$ cat src/rtl/csr_uart.sv
// ---------------------------------------------------------------------------
// csr_uart
//   8N1 UART at a fixed baud rate, exposed through one CSR address.
//   A CSR write (modify==01) queues one byte for transmission; a CSR read
//   returns the status word and, when the read strobe is set, acknowledges
//   the received byte. rdata/valid are zero whenever the block is not
//   addressed so they can be OR-combined with neighbouring CSR peripherals.
//
//   Status word: {21'b0, overrun, rx_full, tx_busy, rx_data[7:0]}
//
// Ports
//   clk     in   1   clock, rising edge
//   rstn    in   1   synchronous reset, active-low
//   read    in   1   CSR read strobe (acknowledges the received byte)
//   modify  in   2   00 none, 01 write, 10 set bits, 11 clear bits
//   wdata   in   32  CSR write data (bits 7:0 = byte to transmit)
//   addr    in   12  CSR address
//   rdata   out  32  registered read data, 0 when not selected
//   valid   out  1   registered address-match flag
//   rx      in   1   asynchronous serial input, idle high
//   tx      out  1   registered serial output, idle high
// ---------------------------------------------------------------------------
module csr_uart #(
    parameter logic [11:0] BASE_ADDR  = 12'h7c0,
    parameter int          CLOCK_RATE = 12_000_000,
    parameter int          BAUD_RATE  = 115200
) (
    input  logic        clk,
    input  logic        rstn,
    input  logic        read,
    input  logic [1:0]  modify,
    input  logic [31:0] wdata,
    input  logic [11:0] addr,
    output logic [31:0] rdata,
    output logic        valid,
    input  logic        rx,
    output logic        tx
);

    localparam int DIV = CLOCK_RATE / BAUD_RATE;
    localparam int CW  = $clog2(DIV);
    localparam logic [CW-1:0] DIV_LAST  = CW'(DIV - 1);
    localparam logic [CW-1:0] HALF_LAST = CW'(DIV / 2 - 1);

    typedef enum logic [1:0] {
        TX_IDLE  = 2'd0,
        TX_START = 2'd1,
        TX_DATA  = 2'd2,
        TX_STOP  = 2'd3
    } tx_state_t;

    typedef enum logic [2:0] {
        RX_IDLE  = 3'd0,
        RX_START = 3'd1,
        RX_DATA  = 3'd2,
        RX_STOP  = 3'd3,
        RX_WAIT  = 3'd4
    } rx_state_t;

    // ---------------- registers ----------------
    tx_state_t       tx_state_r;
    logic [CW-1:0]   tx_cnt_r;
    logic [7:0]      tx_shift_r;
    logic [2:0]      tx_bit_r;
    logic            tx_line_r;
    logic            tx_busy_r;

    logic            rx_meta_r;
    logic            rx_sync_r;
    rx_state_t       rx_state_r;
    logic [CW-1:0]   rx_cnt_r;
    logic [7:0]      rx_shift_r;
    logic [2:0]      rx_bit_r;
    logic [7:0]      rx_data_r;
    logic            rx_full_r;
    logic            overrun_r;

    logic [31:0]     rdata_r;
    logic            valid_r;

    // ---------------- next-state signals ----------------
    tx_state_t       tx_state_s;
    logic [CW-1:0]   tx_cnt_s;
    logic [7:0]      tx_shift_s;
    logic [2:0]      tx_bit_s;
    logic            tx_line_s;

    rx_state_t       rx_state_s;
    logic [CW-1:0]   rx_cnt_s;
    logic [7:0]      rx_shift_s;
    logic [2:0]      rx_bit_s;
    logic            rx_done_s;

    logic [7:0]      rx_data_s;
    logic            rx_full_s;
    logic            overrun_s;

    logic            sel_s;
    logic            wr_acc_s;
    logic            ack_s;
    logic [31:0]     status_s;

    assign sel_s    = (addr == BASE_ADDR);
    assign wr_acc_s = sel_s && (modify == 2'b01) && !tx_busy_r;
    assign ack_s    = sel_s && read;
    assign status_s = {21'd0, overrun_r, rx_full_r, tx_busy_r, rx_data_r};

    assign rdata = rdata_r;
    assign valid = valid_r;
    assign tx    = tx_line_r;

    // TX next-state: start bit, 8 data bits LSB first, stop bit, DIV cycles each
    always_comb begin
        tx_state_s = tx_state_r;
        tx_cnt_s   = tx_cnt_r;
        tx_shift_s = tx_shift_r;
        tx_bit_s   = tx_bit_r;
        tx_line_s  = tx_line_r;
        case (tx_state_r)
            TX_IDLE: begin
                tx_line_s = 1'b1;
                if (wr_acc_s) begin
                    tx_state_s = TX_START;
                    tx_cnt_s   = '0;
                    tx_shift_s = wdata[7:0];
                    tx_line_s  = 1'b0;
                end else begin
                    tx_cnt_s   = '0;
                end
            end
            TX_START: begin
                if (tx_cnt_r == DIV_LAST) begin
                    tx_state_s = TX_DATA;
                    tx_cnt_s   = '0;
                    tx_bit_s   = 3'd0;
                    tx_line_s  = tx_shift_r[0];
                end else begin
                    tx_cnt_s   = tx_cnt_r + 1'b1;
                end
            end
            TX_DATA: begin
                if (tx_cnt_r == DIV_LAST) begin
                    tx_cnt_s = '0;
                    if (tx_bit_r == 3'd7) begin
                        tx_state_s = TX_STOP;
                        tx_line_s  = 1'b1;
                    end else begin
                        tx_bit_s   = tx_bit_r + 3'd1;
                        tx_shift_s = {1'b0, tx_shift_r[7:1]};
                        tx_line_s  = tx_shift_r[1];
                    end
                end else begin
                    tx_cnt_s = tx_cnt_r + 1'b1;
                end
            end
            TX_STOP: begin
                tx_line_s = 1'b1;
                if (tx_cnt_r == DIV_LAST) begin
                    tx_state_s = TX_IDLE;
                    tx_cnt_s   = '0;
                end else begin
                    tx_cnt_s   = tx_cnt_r + 1'b1;
                end
            end
            default: begin
                tx_state_s = TX_IDLE;
                tx_cnt_s   = '0;
                tx_line_s  = 1'b1;
            end
        endcase
    end

    // RX next-state: detect start edge, confirm at half bit, then sample bit centres
    always_comb begin
        rx_state_s = rx_state_r;
        rx_cnt_s   = rx_cnt_r;
        rx_shift_s = rx_shift_r;
        rx_bit_s   = rx_bit_r;
        rx_done_s  = 1'b0;
        case (rx_state_r)
            RX_IDLE: begin
                rx_cnt_s = '0;
                if (!rx_sync_r) begin
                    rx_state_s = RX_START;
                end else begin
                    rx_state_s = RX_IDLE;
                end
            end
            RX_START: begin
                if (rx_cnt_r == HALF_LAST) begin
                    rx_cnt_s = '0;
                    rx_bit_s = 3'd0;
                    // A start bit that has gone high again by mid-bit was a glitch
                    if (!rx_sync_r) begin
                        rx_state_s = RX_DATA;
                    end else begin
                        rx_state_s = RX_IDLE;
                    end
                end else begin
                    rx_cnt_s = rx_cnt_r + 1'b1;
                end
            end
            RX_DATA: begin
                if (rx_cnt_r == DIV_LAST) begin
                    rx_cnt_s   = '0;
                    rx_shift_s = {rx_sync_r, rx_shift_r[7:1]};
                    if (rx_bit_r == 3'd7) begin
                        rx_state_s = RX_STOP;
                    end else begin
                        rx_bit_s   = rx_bit_r + 3'd1;
                    end
                end else begin
                    rx_cnt_s = rx_cnt_r + 1'b1;
                end
            end
            RX_STOP: begin
                if (rx_cnt_r == DIV_LAST) begin
                    rx_cnt_s = '0;
                    if (rx_sync_r) begin
                        rx_state_s = RX_IDLE;
                        rx_done_s  = 1'b1;
                    end else begin
                        // Framing error: drop the byte and wait for the line to idle
                        rx_state_s = RX_WAIT;
                    end
                end else begin
                    rx_cnt_s = rx_cnt_r + 1'b1;
                end
            end
            RX_WAIT: begin
                rx_cnt_s = '0;
                if (rx_sync_r) begin
                    rx_state_s = RX_IDLE;
                end else begin
                    rx_state_s = RX_WAIT;
                end
            end
            default: begin
                rx_state_s = RX_IDLE;
                rx_cnt_s   = '0;
            end
        endcase
    end

    // Receive buffer flags: a completing byte takes priority over a read ack
    always_comb begin
        rx_data_s = rx_data_r;
        rx_full_s = rx_full_r;
        overrun_s = overrun_r;
        if (rx_done_s) begin
            rx_data_s = rx_shift_s;
            rx_full_s = 1'b1;
            overrun_s = overrun_r | rx_full_r;
        end else if (ack_s) begin
            rx_full_s = 1'b0;
            overrun_s = 1'b0;
        end else begin
            rx_full_s = rx_full_r;
        end
    end

    // State registers for both FSMs, the RX synchronizer and the CSR read port
    always_ff @(posedge clk) begin
        if (!rstn) begin
            tx_state_r <= TX_IDLE;
            tx_cnt_r   <= '0;
            tx_shift_r <= 8'd0;
            tx_bit_r   <= 3'd0;
            tx_line_r  <= 1'b1;
            tx_busy_r  <= 1'b0;
            rx_meta_r  <= 1'b1;
            rx_sync_r  <= 1'b1;
            rx_state_r <= RX_IDLE;
            rx_cnt_r   <= '0;
            rx_shift_r <= 8'd0;
            rx_bit_r   <= 3'd0;
            rx_data_r  <= 8'd0;
            rx_full_r  <= 1'b0;
            overrun_r  <= 1'b0;
            rdata_r    <= 32'd0;
            valid_r    <= 1'b0;
        end else begin
            tx_state_r <= tx_state_s;
            tx_cnt_r   <= tx_cnt_s;
            tx_shift_r <= tx_shift_s;
            tx_bit_r   <= tx_bit_s;
            tx_line_r  <= tx_line_s;
            tx_busy_r  <= (tx_state_s != TX_IDLE);
            rx_meta_r  <= rx;
            rx_sync_r  <= rx_meta_r;
            rx_state_r <= rx_state_s;
            rx_cnt_r   <= rx_cnt_s;
            rx_shift_r <= rx_shift_s;
            rx_bit_r   <= rx_bit_s;
            rx_data_r  <= rx_data_s;
            rx_full_r  <= rx_full_s;
            overrun_r  <= overrun_s;
            rdata_r    <= sel_s ? status_s : 32'd0;
            valid_r    <= sel_s;
        end
    end

endmodule

$ cat config.mk
export PLATFORM = sky130hd
export DESIGN_NAME = csr_uart
export DESIGN_NICKNAME = d
export VERILOG_FILES = /design/src/rtl/csr_uart.sv
export SDC_FILE = /design/constraint.sdc
export NUM_CORES = 1
export LEC_CHECK = 0
export BUFFER_PORTS_ARGS = -buffer_cell sky130_fd_sc_hd__buf_2
export CAP_MARGIN = 5
export CORE_MARGIN = 2
export CORE_UTILIZATION = 48
export CTS_BUF_LIST = sky130_fd_sc_hd__clkbuf_16
export CTS_CLUSTER_DIAMETER = 30
export DETAILED_ROUTE_END_ITERATION = 8
export GPL_TIMING_DRIVEN = 0
export HOLD_SLACK_MARGIN = 0.12
export PLACE_DENSITY_LB_ADDON = 0.05
export SYNTH_ARGS = -nofsm -noshare
export SYNTH_HDL_FRONTEND = slang
export SYNTH_SLANG_ARGS = --single-unit
$ cat constraint.sdc
create_clock -name clk -period 2 [get_ports clk]
set_input_delay 0 -clock clk [delete_from_list [all_inputs] [get_ports clk]]
set_output_delay 0 -clock clk [all_outputs]
set_load 0.05 [all_outputs]
==> results.json, run 1 <==
{
  "run_status": "complete, no violations",
  "worstReg2RegStart": "tx_cnt_r[0]$_SDFF_PP0_",
  "portBuffers": 37,
  "min_to": "overrun_r$_SDFFE_PN0P_",
  "ant_nets": 0,
  "grt_usage_pct": 17.28,
  "reg2reg_to": "tx_shift_r[7]$_SDFFE_PN0P_",
  "cp_max_fo": 8,
  "syn2layout_area_growth_pct": 25.17,
  "globalRouteOverflowTotal": 0,
  "clock_skew_ns": 0.006433,
  "synth_top_area_share_pct": 44.37,
  "grt_pass1_vias": 2134,
  "reg2reg_slack_ns": 0.12,
  "rows": 28,
  "synth-seq-area-share_pct": 44.37,
  "crit_path_end_kind": "flop",
  "layout_setup_ws_ns": 0.1196,
  "start_kind": "flop",
  "maxCapViolCount": 0,
  "routedWlPerCell_um": 12.08,
  "antenna_cells": 0,
  "cts_buffers": 9,
  "ys_top_cells_by_area": "dfxtp_1, mux2i_1, buf_4, nor2_1, a21oi_1",
  "synthTopCellsByCount": "dfxtp_1, nor2_1, buf_4, mux2i_1, a21oi_1",
  "worst_slew_pin_slew_ns": 0.5363,
  "rsz0062_at_grt": "no",
  "synth_seq_cells": 67,
  "synth_ff_type": "dfxtp_1",
  "crit_type": "reg2reg",
  "relSlewSlack_pct": 63.98,
  "layout_min_cycle_time_ns": 1.880,
  "coreArea_sq_um": 5991,
  "vias": 2321,
  "p_leak_nw": 1.727,
  "cts_buffer_depth": 2,
  "tritoncts": "built",
  "hp-start": "addr[2]",
  "cts-root-buf": "clkbuf_16",
  "cts-htree-levels": 3,
  "drc_errors": 0,
  "cts_sinks": 67,
  "hold_class": "in2reg",
  "yosysMostFrequentCell": "dfxtp_1",
  "ff2ff_path_depth": 7,
  "drt_iter0_markers": 82,
  "dp_hpwl_um": 3919,
  "setup_tns_ns": 0,
  "grt_pass1_wl_um": 9715,
  "drive_gt1_share_pct": 25.06,
  "vias_per_cell": 4.897,
  "required_ns": 2.22,
  "place_ws_ns": 0.1017,
  "fmax_mhz": 531.8,
  "holdPathStages": 5,
  "drv_slew": 0,
  "hold_viol": 0,
  "dieHeight_um": 83.36,
  "clkTransAtPathRegs_ns": 0.05,
  "yosysWarnings": 0,
  "dieArea_sq_um": 6949,
  "place_congestion": 0.8031,
  "drt_first_pass_iters": 4,
  "power_density_nw_per_um2": 866.3,
  "worstPathArrival_ns": 2.10,
  "syn_avg_cell_area_sq_um": 9.597,
  "grt_max_degree": 13,
  "synth-async-reset-ratio_pct": 0,
  "synthCells": 315,
  "ys_types": 52,
  "worst_skew_pair.late_latency_ns": 0.33,
  "synth_edf_count": 0,
  "syn-cell-area_sq_um": 3023,
  "initial_utilization_pct": 50.46,
  "ios": 84,
  "synth_top_cell_by_area": "dfxtp_1",
  "setup_viol": 0,
  "antenna_found_initial": 0,
  "wl_um": 5727,
  "peakVddDrop_mv": 0.6881,
  "nets": 450,
  "die_x_um": 83.36,
  "post-route-period-util_pct": 94.02
}
[per-stage QoR]
| step | hold slack [ns] | util (%) | instances | power (mW) | cell area (sq um) |
|---|---|---|---|---|---|
| 2_1_floorplan | 0.1015 | - | 335 | 1.700 | 3098 |
| 3_3_place_gp | 0.1871 | 56.37 | 447 | 1.762 | 3377 |
| 3_5_place_dp | 0.1902 | 56.37 | 447 | 1.765 | 3377 |
| 4_1_cts | 0.1450 | 63.12 | 474 | 3.304 | 3781 |
| 5_1_grt | 0.1967 | 63.16 | 474 | 3.407 | 3784 |
| 6_report | 0.1535 | 63.16 | 474 | 3.278 | 3784 |
[flip-flops by register name, summed over array words and instances (netlist names), 3 cells and up]
register    count
rdata          11
rx_bit_r        3
rx_cnt_r        7
rx_data_r       8
rx_shift_r      8
rx_state_r      3
tx_bit_r        3
tx_cnt_r        7
tx_shift_r      8
[power by group]
| group | switching, mW | internal, mW | total, mW |
|---|---|---|---|
| Sequential | 0.0234 | 1.36 | 1.39 |
| Combinational | 0.225 | 0.146 | 0.371 |
| Clock | 0.563 | 0.958 | 1.52 |
| Total | 0.811 | 2.47 | 3.28 |
[layout make-up]
cell class / count / area [sq um]
Fill cell: 537 / 2207
Multi-Input combinational cell: 223 / 1484
Sequential cell: 67 / 1341
Timing Repair Buffer: 48 / 295.3
Buffer: 37 / 245.2
Clock buffer: 9 / 225.2
Tap cell: 75 / 93.84
Clock inverter: 7 / 68.82
Inverter: 8 / 30.03
[cells in the final DEF (no fill, tap or decap), types with 4 or more instances in the layout]
master / n
conb_1: 21
xor2_1: 5
nor3b_1: 5
nand3_1: 9
or2_2: 8
buf_4: 24
and2_1: 11
dlygate4sd3_1: 11
mux2i_1: 18
xnor2_1: 6
o211a_1: 4
nor2_1: 31
o21ai_0: 13
clkbuf_16: 9
a21oi_1: 17
dfxtp_1: 67
nor2b_1: 5
o211ai_1: 8
buf_2: 38
inv_1: 7
nor3_1: 4
nand2_1: 12
clkbuf_1: 8
nand2b_1: 4
ha_1: 5
[cells by family (layout without fill, tap and decap cells)]
| kind of cell | Yosys count | in the layout | synth area share [%] |
|---|---|---|---|
| compound gates | 57 | 57 | 12.42 |
| xor+xnor | 11 | 11 | 3.187 |
| fa+ha+maj | 6 | 6 | 2.483 |
| buf+inv | 45 | 109 | 9.106 |
| flops | 67 | 67 | 44.37 |
| mux | 19 | 19 | 6.333 |
| other cells | 1 | 21 | 0.1241 |
| simple gates | 109 | 109 | 21.98 |
[metal layers]
layer | wire length [um] | part of all wire (%) | GRT usage, %
met4 | 122 | 2.1 | 7.750
met5 | 0 | 0 | 0
met3 | 250 | 4.4 | 4.771
met2 | 2679 | 47 | 28.45
met1 | 2675 | 47 | 21.00
[worst max-delay path by stage]
stage,from,to,cells after the start
finish,tx_cnt_r[0]$_SDFF_PP0_,tx_shift_r[7]$_SDFFE_PN0P_,7
global route,tx_cnt_r[0]$_SDFF_PP0_,tx_shift_r[7]$_SDFFE_PN0P_,7
CTS,rx_cnt_r[0]$_SDFF_PN0_,rx_data_r[7]$_SDFFE_PN0P_,6
detailed placement,rx_cnt_r[0]$_SDFF_PN0_,rx_data_r[7]$_SDFFE_PN0P_,6
global placement,rx_cnt_r[0]$_SDFF_PN0_,rx_data_r[7]$_SDFFE_PN0P_,6
floorplan,tx_cnt_r[0]$_SDFF_PP0_,tx_shift_r[7]$_SDFFE_PN0P_,7
[what timing repair did]
item | in CTS | in global routing
endpoints found under the hold margin | 11 | 0
resized for setup | 0 | 1
hold buffers | 11 | 0
setup buffers | 0 | 0
setup endpoints to repair | 0 | 3
[critical path, stage by stage, from the launching register on]
cell	delay, ns
dfxtp_1	0.35
ha_1	0.21
and3_1	0.16
clkbuf_1	0.27
a31oi_1	0.14
a211o_1	0.29
buf_6	0.15
a31o_1	0.21
Power figures use the tool's default switching activity.
==> inputs of run 2 (changes only) <==
- CORE_MARGIN: 2 -> 4
==> run 2 against run 1 <==
Sequential power hardly changed. Sequential cell count stayed put. Global-route usage is 1.4 points lower. Largest cell class unchanged. Largest power group unchanged. Setup slack better by 0.056 ns.
==> results.json, run 2 (synthesized netlist as in run 1, its figures left out) <==
{
  "run_status": "complete, no violations",
  "grt_pass1_wl_um": 9625,
  "cts-root-buf": "clkbuf_16",
  "peakVddDrop_mv": 0.6579,
  "antenna_found_initial": 0,
  "worst_slew_pin_slew_ns": 0.5303,
  "vias_per_cell": 4.905,
  "nets": 449,
  "hold_viol": 0,
  "setup_tns_ns": 0,
  "finish.instance_area_sq_um": 3785,
  "layout_min_cycle_time_ns": 1.825,
  "wl_um": 5671,
  "rows": 28,
  "grt_max_degree": 14,
  "worst_skew_pair.late_latency_ns": 0.32,
  "final_cells": 473,
  "syn2layout_area_growth_pct": 25.21,
  "final_common_cell": "dfxtp_1",
  "clock_skew_ns": 0.003177,
  "initial_utilization_pct": 50.17,
  "p_leak_nw": 1.728,
  "dieArea_sq_um": 7632,
  "die_x_um": 87.36,
  "routedWlPerCell_um": 11.99,
  "relSlewSlack_pct": 64.38,
  "worstPathArrival_ns": 2.04,
  "grt_use_met3_pct": 4.636,
  "fmax_mhz": 548.0,
  "worstReg2RegStart": "rx_cnt_r[0]$_SDFF_PN0_",
  "cts.repair.resized": 0,
  "drt_first_pass_iters": 4,
  "hp-start": "modify[1]",
  "largest_reg_flops": 11,
  "drive_gt1_share_pct": 25.13,
  "critPathSlowestCell": "dfxtp_1",
  "seqCellArea_sq_um": 1341,
  "dp_hpwl_um": 3942,
  "grt_pass1_vias": 2147,
  "slowest_delay_ns": 0.34,
  "worstPathCellList": "ha_1, nand3b_4, nor4b_2, buf_4, a21oi_1, mux2_2",
  "drc_errors": 0,
  "vias": 2320,
  "multiInputGateArea_sq_um": 1481,
  "antenna_cells": 0,
  "start_kind": "flop",
  "drt_iter0_markers": 136,
  "setup.worst_path.start": "rx_cnt_r[0]$_SDFF_PN0_",
  "crit_type": "reg2reg",
  "post-route-period-util_pct": 91.24,
  "ios": 84,
  "place_area_sq_um": 3377,
  "grt.busiest_layer": "met2",
  "ant_nets": 0,
  "grt_usage_pct": 15.85,
  "globalRouteOverflowTotal": 0,
  "tritoncts": "built",
  "rsz0062_at_grt": "no",
  "setup_viol": 0,
  "cts-htree-levels": 3,
  "final_cell_mix": "dfxtp_1, buf_2, nor2_1, buf_4, conb_1",
  "clkTransAtPathRegs_ns": 0.06,
  "dp_cells": 447,
  "coreArea_sq_um": 6026,
  "maxCapViolCount": 0,
  "dieHeight_um": 87.36,
  "use_met2_pct": 26.99,
  "cts_buffers": 9,
  "hold_class": "in2reg",
  "post_cts_buffers": 0,
  "grt.met1_usage_pct": 18.95,
  "drv_slew": 0,
  "cp_max_fo": 10,
  "nFillCells": 530,
  "portBuffers": 37,
  "cts_buffer_depth": 2,
  "place_congestion": 0.8109,
  "required_ns": 2.21,
  "power_density_nw_per_um2": 875.8,
  "cts_sinks": 67,
  "crit_path_end_kind": "flop"
}
## run 2: cell type report
| type | count | share of cell area [%] |
|---|---|---|
| buffer | 36 | 6.380 |
| clock buffer | 9 | 5.950 |
| clock inverter | 7 | 2.017 |
| inverter | 8 | 0.7934 |
| multi-input combinational | 223 | 39.14 |
| sequential | 67 | 35.44 |
| tap | 75 | 2.479 |
| timing repair buffer | 48 | 7.802 |
## run 2: path summary, 6_finish.rpt
path	slack (ns)	depth (start not counted)	to
hold reg to reg	0.41	1	rx_sync_r$_SDFF_PN1_
hold / removal	0.16	5	tx_busy_r$_SDFF_PN0_
setup / recovery	0.18	6	rx_bit_r[0]$_SDFFE_PN0P_
setup reg to reg	0.18	6	rx_bit_r[0]$_SDFFE_PN0P_
## run 2: what timing repair did
action,CTS,global route
setup endpoints to repair,0,3
hold buffers,11,0
endpoints found under the hold margin,11,0
## run 2: power by group
group          switching [mW]  internal, mW  total [mW]
Clock                   0.591         0.972        1.56
Combinational           0.221         0.145       0.366
Sequential             0.0233          1.36        1.39
Total                   0.835          2.48        3.31
## run 2: routing by layer
layer | share of wire, % | wire, um
met1 | 47 | 2647
met2 | 46 | 2627
met3 | 5.6 | 316
met4 | 1.4 | 80
met5 | 0 | 0
## run 2: stage by stage
step / hold WS (ns) / worst slack (ns) / utilization (%) / total power, mW
2_1_floorplan: 0.1015 / 0.3072 / - / 1.700
3_3_place_gp: 0.1884 / 0.1427 / 56.04 / 1.760
3_5_place_dp: 0.1867 / 0.1425 / 56.04 / 1.764
4_1_cts: 0.1507 / 0.1192 / 62.87 / 3.339
5_1_grt: 0.1987 / 0.004917 / 62.81 / 3.444
6_report: 0.1598 / 0.1751 / 62.81 / 3.315
## run 2: critical path: cells and delay by family (launching register included)
kind	cells	cell delay, ns
AO/OA/AOI/OAI	1	0.13
flip-flops	1	0.34
multiplexers	1	0.28
adder cells (fa/ha/maj)	1	0.28
buffers and inverters	1	0.24
AND/OR/NAND/NOR	2	0.45
